**config.mk**
```make
export PLATFORM = sky130hd
export DESIGN_NAME = id_ex_stage
export DESIGN_NICKNAME = d
export VERILOG_FILES = /design/src/rtl/mips_pkg.sv /design/src/rtl/id_ex_fwd_mux.sv /design/src/rtl/id_ex_stage.sv
export SDC_FILE = /design/constraint.sdc
export NUM_CORES = 1
export LEC_CHECK = 0
export CAP_MARGIN = 25
export CORE_UTILIZATION = 30
export CTS_CLUSTER_DIAMETER = 120
export DETAILED_ROUTE_END_ITERATION = 7
export GPL_ROUTABILITY_DRIVEN = 0
export GPL_TIMING_DRIVEN = 0
export HOLD_SLACK_MARGIN = 0.1
export PLACE_DENSITY = 0.61
export SLEW_MARGIN = 5
export SYNTH_ARGS = -nofsm -noshare
export SYNTH_HDL_FRONTEND = slang
export SYNTH_SLANG_ARGS = --single-unit
```
**constraint.sdc**
```tcl
create_clock -name clk -period 3.8 [get_ports clk]
set_input_delay 0.57 -clock clk [delete_from_list [all_inputs] [get_ports clk]]
set_output_delay 0.57 -clock clk [all_outputs]
set_load 0.01 [all_outputs]
```
**src/rtl/mips_pkg.sv**
```systemverilog
// Shared MIPS pipeline constants: ALUOp and funct encodings, default widths, zero register.
// Imported by the ID/EX stage and its forwarding mux.
package mips_pkg;
    localparam int DEF_DATA_W = 32;
    localparam int DEF_REG_AW = 5;
    localparam int DEF_IMM_W  = 16;

    localparam logic [2:0] ALUOP_RTYPE = 3'b000;
    localparam logic [2:0] ALUOP_ADD   = 3'b001;
    localparam logic [2:0] ALUOP_CMP   = 3'b010;

    localparam logic [5:0] FUNCT_ADD = 6'b100000;

    localparam int REG_ZERO = 0;
endpackage

```
**src/rtl/id_ex_fwd_mux.sv**
```systemverilog
// Combinational operand resolver: EX/MEM result, else MEM/WB result, else register-file data.
// Zero latency, no flow control; register 0 is never forwarded.
module id_ex_fwd_mux
    import mips_pkg::*;
#(
    parameter int DATA_W = DEF_DATA_W,
    parameter int REG_AW = DEF_REG_AW
)(
    input  logic [REG_AW-1:0] i_addr,
    input  logic [DATA_W-1:0] i_rf_data,
    input  logic              i_exmem_reg_write,
    input  logic [REG_AW-1:0] i_exmem_rd,
    input  logic [DATA_W-1:0] i_exmem_result,
    input  logic              i_memwb_reg_write,
    input  logic [REG_AW-1:0] i_memwb_rd,
    input  logic [DATA_W-1:0] i_memwb_result,
    output logic [DATA_W-1:0] o_data
);
    logic w_exmem_hit;
    logic w_memwb_hit;

    assign w_exmem_hit = i_exmem_reg_write && (i_exmem_rd != REG_AW'(REG_ZERO)) && (i_exmem_rd == i_addr);
    assign w_memwb_hit = i_memwb_reg_write && (i_memwb_rd != REG_AW'(REG_ZERO)) && (i_memwb_rd == i_addr);

    always_comb begin
        o_data = i_rf_data;
        if (w_exmem_hit) begin
            o_data = i_exmem_result;
        end else if (w_memwb_hit) begin
            o_data = i_memwb_result;
        end
    end
endmodule

```
**src/rtl/id_ex_stage.sv**
```systemverilog
// ID/EX pipeline register feeding the ALU; 0-cycle presentation of a captured instruction, single entry, stalls when EX not ready.
// Optional operand forwarding from EX/MEM and MEM/WB under `MIPS_ID_EX_FORWARDING_EN.
module id_ex_stage
    import mips_pkg::*;
#(
    parameter int DATA_W = DEF_DATA_W,
    parameter int REG_AW = DEF_REG_AW,
    parameter int IMM_W  = DEF_IMM_W
)(
    input  logic              clk,
    input  logic              rst,
    input  logic              flush,
    input  logic              in_valid,
    output logic              in_ready,
    input  logic [DATA_W-1:0] in_rs_data,
    input  logic [DATA_W-1:0] in_rt_data,
    input  logic [IMM_W-1:0]  in_imm,
    input  logic [REG_AW-1:0] in_rs_addr,
    input  logic [REG_AW-1:0] in_rt_addr,
    input  logic [REG_AW-1:0] in_rd_addr,
    input  logic [2:0]        in_alu_op,
    input  logic [5:0]        in_funct,
    input  logic              in_alu_src,
    input  logic              in_reg_dst,
    input  logic              in_reg_write,
    output logic              out_valid,
    input  logic              out_ready,
    output logic [DATA_W-1:0] alu_in1,
    output logic [DATA_W-1:0] alu_in2,
    output logic [2:0]        alu_op,
    output logic [5:0]        alu_func,
    output logic [REG_AW-1:0] wr_addr,
    output logic              reg_write,
    output logic [DATA_W-1:0] store_data
`ifdef MIPS_ID_EX_FORWARDING_EN
    ,
    input  logic              exmem_reg_write,
    input  logic [REG_AW-1:0] exmem_rd,
    input  logic [DATA_W-1:0] exmem_result,
    input  logic              memwb_reg_write,
    input  logic [REG_AW-1:0] memwb_rd,
    input  logic [DATA_W-1:0] memwb_result
`endif
);
    logic              r_valid;
    logic [DATA_W-1:0] r_rs_data;
    logic [DATA_W-1:0] r_rt_data;
    logic [DATA_W-1:0] r_imm_ext;
    logic [REG_AW-1:0] r_rs_addr;
    logic [REG_AW-1:0] r_rt_addr;
    logic [REG_AW-1:0] r_wr_addr;
    logic [2:0]        r_alu_op;
    logic [5:0]        r_funct;
    logic              r_alu_src;
    logic              r_reg_write;

    logic              w_cap;
    logic [DATA_W-1:0] w_op_a;
    logic [DATA_W-1:0] w_op_b;

    assign in_ready = !r_valid || out_ready;
    assign w_cap    = in_valid && in_ready;

    always_ff @(posedge clk or posedge rst) begin
        if (rst) begin
            r_valid     <= 1'b0;
            r_rs_data   <= '0;
            r_rt_data   <= '0;
            r_imm_ext   <= '0;
            r_rs_addr   <= '0;
            r_rt_addr   <= '0;
            r_wr_addr   <= '0;
            r_alu_op    <= '0;
            r_funct     <= '0;
            r_alu_src   <= 1'b0;
            r_reg_write <= 1'b0;
        end else begin
            // A flush discards a same-cycle capture; data regs keep stale contents.
            if (flush) begin
                r_valid <= 1'b0;
            end else if (w_cap) begin
                r_valid <= 1'b1;
            end else if (out_ready) begin
                r_valid <= 1'b0;
            end

            if (w_cap && !flush) begin
                r_rs_data   <= in_rs_data;
                r_rt_data   <= in_rt_data;
                r_imm_ext   <= {{(DATA_W-IMM_W){in_imm[IMM_W-1]}}, in_imm};
                r_rs_addr   <= in_rs_addr;
                r_rt_addr   <= in_rt_addr;
                r_wr_addr   <= in_reg_dst ? in_rd_addr : in_rt_addr;
                r_alu_op    <= in_alu_op;
                r_funct     <= in_funct;
                r_alu_src   <= in_alu_src;
                r_reg_write <= in_reg_write;
            end
        end
    end

`ifdef MIPS_ID_EX_FORWARDING_EN
    id_ex_fwd_mux #(.DATA_W(DATA_W), .REG_AW(REG_AW)) u_fwd_a (
        .i_addr            (r_rs_addr),
        .i_rf_data         (r_rs_data),
        .i_exmem_reg_write (exmem_reg_write),
        .i_exmem_rd        (exmem_rd),
        .i_exmem_result    (exmem_result),
        .i_memwb_reg_write (memwb_reg_write),
        .i_memwb_rd        (memwb_rd),
        .i_memwb_result    (memwb_result),
        .o_data            (w_op_a)
    );

    id_ex_fwd_mux #(.DATA_W(DATA_W), .REG_AW(REG_AW)) u_fwd_b (
        .i_addr            (r_rt_addr),
        .i_rf_data         (r_rt_data),
        .i_exmem_reg_write (exmem_reg_write),
        .i_exmem_rd        (exmem_rd),
        .i_exmem_result    (exmem_result),
        .i_memwb_reg_write (memwb_reg_write),
        .i_memwb_rd        (memwb_rd),
        .i_memwb_result    (memwb_result),
        .o_data            (w_op_b)
    );
`else
    // Source addresses only matter for forwarding; hazards are stalled upstream.
    logic w_unused_addr;
    assign w_unused_addr = ^{r_rs_addr, r_rt_addr};
    assign w_op_a        = r_rs_data;
    assign w_op_b        = r_rt_data;
`endif

    assign out_valid  = r_valid;
    assign alu_in1    = w_op_a;
    assign alu_in2    = r_alu_src ? r_imm_ext : w_op_b;
    assign store_data = w_op_b;
    assign alu_op     = r_alu_op;
    assign alu_func   = r_funct;
    assign wr_addr    = r_wr_addr;
    assign reg_write  = r_reg_write && r_valid;
endmodule
```
==> results of run 1 <==
-- critical path, delay by kind of cell, from the launching register on --
family / cells / cell delay (ns)
flops: 1 / 0.32
buf+inv: 3 / 1.24
mux: 1 / 0.39
-- synthesized netlist by cell type (all sizes together) --
| library cell | instances | area share |
|---|---|---|
| mux2 | 116 | 0.32 |
| nor2b | 1 | 0.0022 |
| inv | 19 | 0.018 |
| nor2 | 2 | 0.0019 |
| o21ai | 17 | 0.021 |
| nand2 | 1 | 0.00093 |
| buf | 11 | 0.020 |
| clkbuf | 4 | 0.0037 |
| and2 | 1 | 0.0016 |
| nor3b | 1 | 0.0047 |
| dfrtp | 97 | 0.60 |
-- layout make-up --
type                            count  area (µm²)  area share
Timing Repair Buffer              220        2220       0.326
Clock inverter                      6         105      0.0154
Multi-Input combinational cell    139        1440       0.211
Sequential cell                    97        2430       0.356
Tap cell                          172         215      0.0316
Clock buffer                       10         239      0.0351
Inverter                           19        73.8      0.0108
Buffer                             15        97.6      0.0143
-- flip-flops by register name, indices dropped and copies added (netlist names), 3 cells and up --
signal      count
store_data     32
alu_func        6
alu_in1        32
alu_op          3
r_imm_ext      16
wr_addr         5
-- metrics by stage --
stage / TNS (ns) / hold WS (ns)
6_report: 0 / 0.486
5_1_grt: 0 / 0.509
4_1_cts: 0 / 0.493
3_5_place_dp: 0 / 0.478
3_3_place_gp: -90.57 / 0.467
2_1_floorplan: 0 / 0.473
-- per-layer routing --
layer / GRT usage / part of all wire / vias to the layer above
li1: - / - / 1397
met1: 0.188 / 0.41 / 1430
met2: 0.268 / 0.50 / 121
met3: 0.0562 / 0.077 / 15
met4: 0.0529 / 0.017 / 0
met5: 0 / 0 / -
-- power by group --
part,internal [mW],switching [mW],leakage [nW],total [mW]
combinational,0.673,0.381,1.51,1.05
clock,0.657,0.374,0.172,1.03
sequential,1.21,0.0973,1.14,1.31
-- logic make-up after synthesis --
kind of cell,count (synthesis),synth area share
compound gates,17,0.0211
buf+inv,34,0.0419
mux,116,0.324
flops,97,0.602
simple gates,6,0.0112
-- how the worst min path moves through the flow --
stage                      startpoint     endpoint  slack, ns  depth (start not counted)
final                      alu_in1[7]   alu_in1[7]       0.49                          1
after CTS                  alu_in1[7]   alu_in1[7]       0.49                          1
after detailed placement   alu_in1[7]   alu_in1[7]       0.48                          1
after global placement    alu_in1[11]  alu_in1[11]       0.47                          1
after floorplan           r_reg_write  r_reg_write       0.47                          1
after global routing       alu_in1[5]   alu_in1[5]       0.51                          1
==> summary.md, run 1 <==
| Metric | Value |
|---|---|
| Max IR drop VDD | `between 300 and 400 µV` |
| Area after DPL | `6470 µm²` |
| Synth warn | `0` |
| R2R Path End | `alu_in1[4]` |
| Commonest non-fill, non-tap cell in the layout | `clkdlybuf4s50_1` |
| Die area | `13900 µm²` |
| Post-CTS Resized | `0` |
| Fin. Hold Viols | `0` |
| Max-slew violations | `0` |
| First-pass GRT wire length | `17.4 mm` |
| Post-DRT Antenna Nets | `0` |
| Power Density | `498 nW/µm²` |
| Setup Viol. Count Final | `0` |
| Max-Cap Viols | `0` |
| Worst Setup EP | `alu_in2[13]` |
| Register area share after synthesis | `0.602` |
| CP max-delay cell | `clkdlybuf4s50_1` |
| Post-DP HPWL | `7.79 mm` |
| Placed Instances | `662` |
| Clock sink total | `97` |
| Min Tclk post-route | `between 2 and 3 ns` |
| Cells after Synth | `270` |
| Num ports | `~230` |
| Slew headroom | `0.651` |
| FP Rows | `41` |
| Nets@finish | `613` |
| Fillers | `1119` |
| CP endpoint kind | `output port` |
| Worst EP arrival | `roughly 2.3 ns` |
| Post-CTS setup buffer count | `0` |
| Worst setup startpoint | `r_alu_src` |
| Mapped cell area | `4030 µm²` |
| Share of layout cells above drive strength 1 | `0.211` |
| Startpoint Class | `flip-flop` |
| Final core utilization | `0.529` |
| Design Power | `3.39 mW` |
| DR vias | `2963` |
| Most Frequent Cell on Critical Path | `clkbuf_1` |
| GR Util All Layers | `0.159` |
| Required time of the worst setup path | `roughly 3.2 ns` |
| Final WL | `10.4 mm` |
| Kind of critical path | `flip-flop to output port` |
| Largest stage delay on the critical path | `0.51 ns` |
| Diodes inserted | `0` |
| H-tree depth | `3` |
| Final cell count without fillers | `between 600 and 700` |
| Port bufs | `between 200 and 250` |
| Final Instance Area | `slightly below 7000 µm²` |
| Initial antenna violation count | `0` |
| TritonRoute pass-1 iters | `4` |
| Final setup margin | `0.933 ns` |
| Layout area overhead | `69.0%` |
| Final clock skew | `0.00412 ns` |
| CTS tree | `yes` |
| Clock Path Buffers | `2` |
| Fmax | `349 MHz` |
| CTS clk-pin slew, worst paths | `0.07 ns` |
| Clk_lat worst skew | `~0.34 ns` |
| Core Region | `between 10000 and 15000 µm²` |
| Worst hold path type | `flip-flop to flip-flop` |
| Crit path cell chain | `clkbuf_1, clkbuf_1, mux2_2, clkdlybuf4s50_1` |
| FF-to-FF path depth | `5` |
| Cts hold-fix bufs | `0` |
| Most frequent cells in the layout | `clkdlybuf4s50_1, dfrtp_1, mux2_2` |
| Initial Utilization | `0.313` |
| Dpl ws | `1.27 ns` |
| Post-DR vias/cell | `around 4.4` |
| Count of cell types in the netlist | `14` |
| Post-synthesis area per instance | `14.9 µm²` |
| RSZ-0062 raised after global routing | `false` |
| Post-Syn Nets | `382` |
| Drt drc | `0` |
| Die Height | `118 µm` |
| Number of global-route vias before repair | `between 3000 and 4000` |
| Setup slack, reg-to-reg | `a little under 2 ns` |
| Inserted Clock Buffers | `9` |
| Period utilization | `0.755` |
| Worst Tran Pin Value | `0.523 ns` |
| Largest net degree at the start of global routing | `60` |
| Seq cells post-synth | `97` |
| Iter 0 DRT Violations | `69` |
| Root Driver | `clkbuf_16` |
| Congestion Overflow GR | `0` |
| Routed wire per std cell | `about 15 µm` |
| Run status | `finished clean` |
| Reg-to-Reg Start | `out_valid` |
| Worst-path fanout max | `10` |
| Chip width | `118 µm` |
| Pleak | `2.83 nW` |
Note: power is estimated with default switching activity, not from simulation.
==> inputs of run 2 (changes only) <==
==> constraint.sdc (replaced) <==
create_clock -name clk -period 2.76 [get_ports clk]
set_input_delay 0.414 -clock clk [delete_from_list [all_inputs] [get_ports clk]]
set_output_delay 0.414 -clock clk [all_outputs]
set_load 0.01 [all_outputs]
==> run 2 against run 1 <==
Effect of this change: combinational power rose by 38%; flip-flop and latch count unchanged; wire length grew 1.0%.
==> summary.md, run 2 (synthesis gave the netlist of run 1 again) <==
| Metric | Value |
|---|---|
| Cts hold-fix bufs | `0 (unchanged)` |
| Max-slew violations | `0 (unchanged)` |
| Initial Utilization | `0.313 (unchanged)` |
| Root Driver | `clkbuf_16 (unchanged)` |
| Fmax | `398 MHz` |
| Initial antenna violation count | `0 (unchanged)` |
| Die Height | `118 µm (unchanged)` |
| Routed wire per std cell | `15.5 µm (was 15.4 µm)` |
| Kind of critical path | `flip-flop to output port (unchanged)` |
| Number of global-route vias before repair | `3155 (was 3250)` |
| Worst EP arrival | `2.10 ns (was 2.30 ns)` |
| Setup TNS Final | `0 ns (unchanged)` |
| Required time of the worst setup path | `2.35 ns (was 3.23 ns)` |
| Share of layout cells above drive strength 1 | `0.215 (was 0.211)` |
| CP endpoint kind | `output port (unchanged)` |
| Final clock skew | `0.00572 ns (was 0.00412 ns)` |
| Fin. Hold Viols | `0 (unchanged)` |
| Pleak | `2.83 nW (about the same)` |
| Slew headroom | `0.518 (was 0.651)` |
| Worst-path fanout max | `10 (unchanged)` |
| Hold path startpoint | `alu_in1[2] (was alu_in1[7])` |
| Max IR drop VDD | `290 µV (was 320 µV)` |
| RSZ-0062 raised after global routing | `false (unchanged)` |
| FP Rows | `41 (unchanged)` |
| Clk_lat worst skew | `0.34 ns (about the same)` |
| CTS tree | `yes (unchanged)` |
| Drt drc | `0 (unchanged)` |
| Power Density | `687 nW/µm² (was 498 nW/µm²)` |
| Post-DR vias/cell | `4.45 (was 4.37)` |
| Largest net degree at the start of global routing | `37 (was 60)` |
| FF-to-FF path depth | `5 (unchanged)` |
| DR vias | `3015 (was 2963)` |
| Post-DRT Antenna Nets | `0 (unchanged)` |
| Run status | `finished clean (unchanged)` |
| Diodes inserted | `0 (unchanged)` |
| Placed Instances | `663 (was 662)` |
| TritonRoute pass-1 iters | `4 (unchanged)` |
| Setup slack, reg-to-reg | `0.89 ns (was 1.98 ns)` |
| Min Tclk post-route | `2.51 ns` |
| Core Region | `12900 µm² (unchanged)` |
| Num ports | `225 (unchanged)` |
| Period utilization | `0.910` |
| Most frequent cells in the layout | `clkdlybuf4s50_1, dfrtp_1, mux2_2 (unchanged)` |
| Clock sink total | `97 (unchanged)` |
| Commonest non-fill, non-tap cell in the layout | `clkdlybuf4s50_1 (unchanged)` |
| Inserted Clock Buffers | `9 (unchanged)` |
| Final WL | `10.5 mm (was 10.4 mm)` |
| Hold path endpoint | `alu_in1[2] (was alu_in1[7])` |
| Chip width | `118 µm (unchanged)` |
| First-pass GRT wire length | `17.0 mm (was 17.4 mm)` |
| Hold Path Depth | `1 (unchanged)` |
| Port bufs | `219 (unchanged)` |
| Final cell count without fillers | `678 (unchanged)` |
| Dpl ws | `0.340 ns (was 1.27 ns)` |
| Reg-to-Reg Start | `out_valid (unchanged)` |
| Iter 0 DRT Violations | `68 (was 69)` |
| Startpoint Class | `flip-flop (unchanged)` |
| Congestion Overflow GR | `0 (unchanged)` |
| GR Util All Layers | `0.160 (was 0.159)` |
| Worst hold path type | `flip-flop to flip-flop (unchanged)` |
| Clock Path Buffers | `2 (unchanged)` |
| Nets@finish | `613 (unchanged)` |
| Max-Cap Viols | `0 (unchanged)` |
| Die area | `13900 µm² (unchanged)` |
| Final setup margin | `0.250 ns (was 0.933 ns)` |
| Layout area overhead | `69.3% (was 69.0%)` |
| H-tree depth | `3 (unchanged)` |
| Post-DP HPWL | `8.08 mm (was 7.79 mm)` |
| Setup Viol. Count Final | `0 (unchanged)` |
| R2R Path End | `store_data[16] (was alu_in1[4])` |
| CTS clk-pin slew, worst paths | `0.06 ns (was 0.07 ns)` |
| Fillers | `1109 (was 1119)` |
| Worst Tran Pin Value | `0.721 ns (was 0.523 ns)` |
run 2: changes by cell type in the layout (fill, tap and decap cells not counted):
cell        change
clkinv_2        -2
clkbuf_2        +2
clkbuf_1        -2
clkinvlp_4      +2
buf_16          -1
inv_4           -1
buf_12          +2
run 2: critical path, stage by stage, from the launching register on:
cell and delay [ns]:
dfrtp_1 0.54, buf_2 0.34, mux2_2 0.37, clkdlybuf4s50_1 0.51
run 2: worst max path at each step:
| stage | start | end | slack (ns) | cells past startpoint |
|---|---|---|---|---|
| floorplan | out_valid | alu_in1[0] | 1.16 | 5 |
| global placement | rst | store_data[26] | 0.11 | 2 |
| detailed placement | r_alu_src | alu_in2[14] | 0.34 | 4 |
| CTS | r_alu_src | alu_in2[24] | 0.17 | 4 |
| global route | r_alu_src | alu_in2[20] | 0.06 | 4 |
| finish | r_alu_src | alu_in2[10] | 0.25 | 3 |
run 2: routing by layer:
| metal | wire length [µm] | up-vias | global-route usage | share of wire |
|---|---|---|---|---|
| met1 | 4330 | 1479 | 0.184 | 0.41 |
| met5 | 0 | - | 0 | 0 |
| met2 | 5180 | 128 | 0.269 | 0.49 |
| met4 | 191 | 0 | 0.0721 | 0.018 |
| met3 | 823 | 12 | 0.0533 | 0.078 |
| li1 | - | 1396 | - | - |
run 2: final cells by class:
cell class                      instances  area [µm²]  share of cell area
Sequential cell                        97        2430               0.356
Timing Repair Buffer                  221        2230               0.327
Multi-Input combinational cell        139        1440               0.210
Clock buffer                           11         243              0.0356
Tap cell                              172         215              0.0315
Clock inverter                          5         103              0.0150
Buffer                                 14        96.3              0.0141
Inverter                               19        75.1              0.0110
run 2: what timing repair did:
item	4_1_cts	5_1_grt
buffers inserted	0	0
gates resized for setup	1	2
endpoints found under the setup margin	3	2
pin swaps	0	0
run 2: metrics by stage:
stage / area, µm² / power (mW) / hold slack (ns) / utilization
floorplan: 4040 / 2.38 / 0.473 / -
global placement: 6440 / 3.27 / 0.470 / 0.500
detailed placement: 6480 / 3.31 / 0.477 / 0.504
CTS: 6830 / 4.78 / 0.492 / 0.530
global route: 6830 / 4.95 / 0.507 / 0.530
finish: 6830 / 4.69 / 0.486 / 0.530
run 2: power breakdown:
group / switching, mW / leakage [nW] / internal [mW]
sequential: 0.143 / 1.14 / 1.67
clock: 0.526 / 0.166 / 0.909
combinational: 0.521 / 1.52 / 0.929
total: 1.19 / 2.83 / 3.50
==> inputs of run 3 (changes only) <==
==> constraint.sdc (replaced) <==
create_clock -name clk -period 3 [get_ports clk]
set_input_delay 0.45 -clock clk [delete_from_list [all_inputs] [get_ports clk]]
set_output_delay 0.45 -clock clk [all_outputs]
set_load 0.01 [all_outputs]
==> results of run 3 <==
Same layout as run 1 (identical final DEF). Status: finished clean.
Among the figures that moved: setup slack after placement 1.27 ns -> 0.591 ns; setup slack after layout 0.933 ns -> 0.253 ns; register-to-register setup slack 1.98 ns -> 1.18 ns; total power 3.39 mW -> 4.30 mW; worst IR drop on VDD 320 µV -> 405 µV
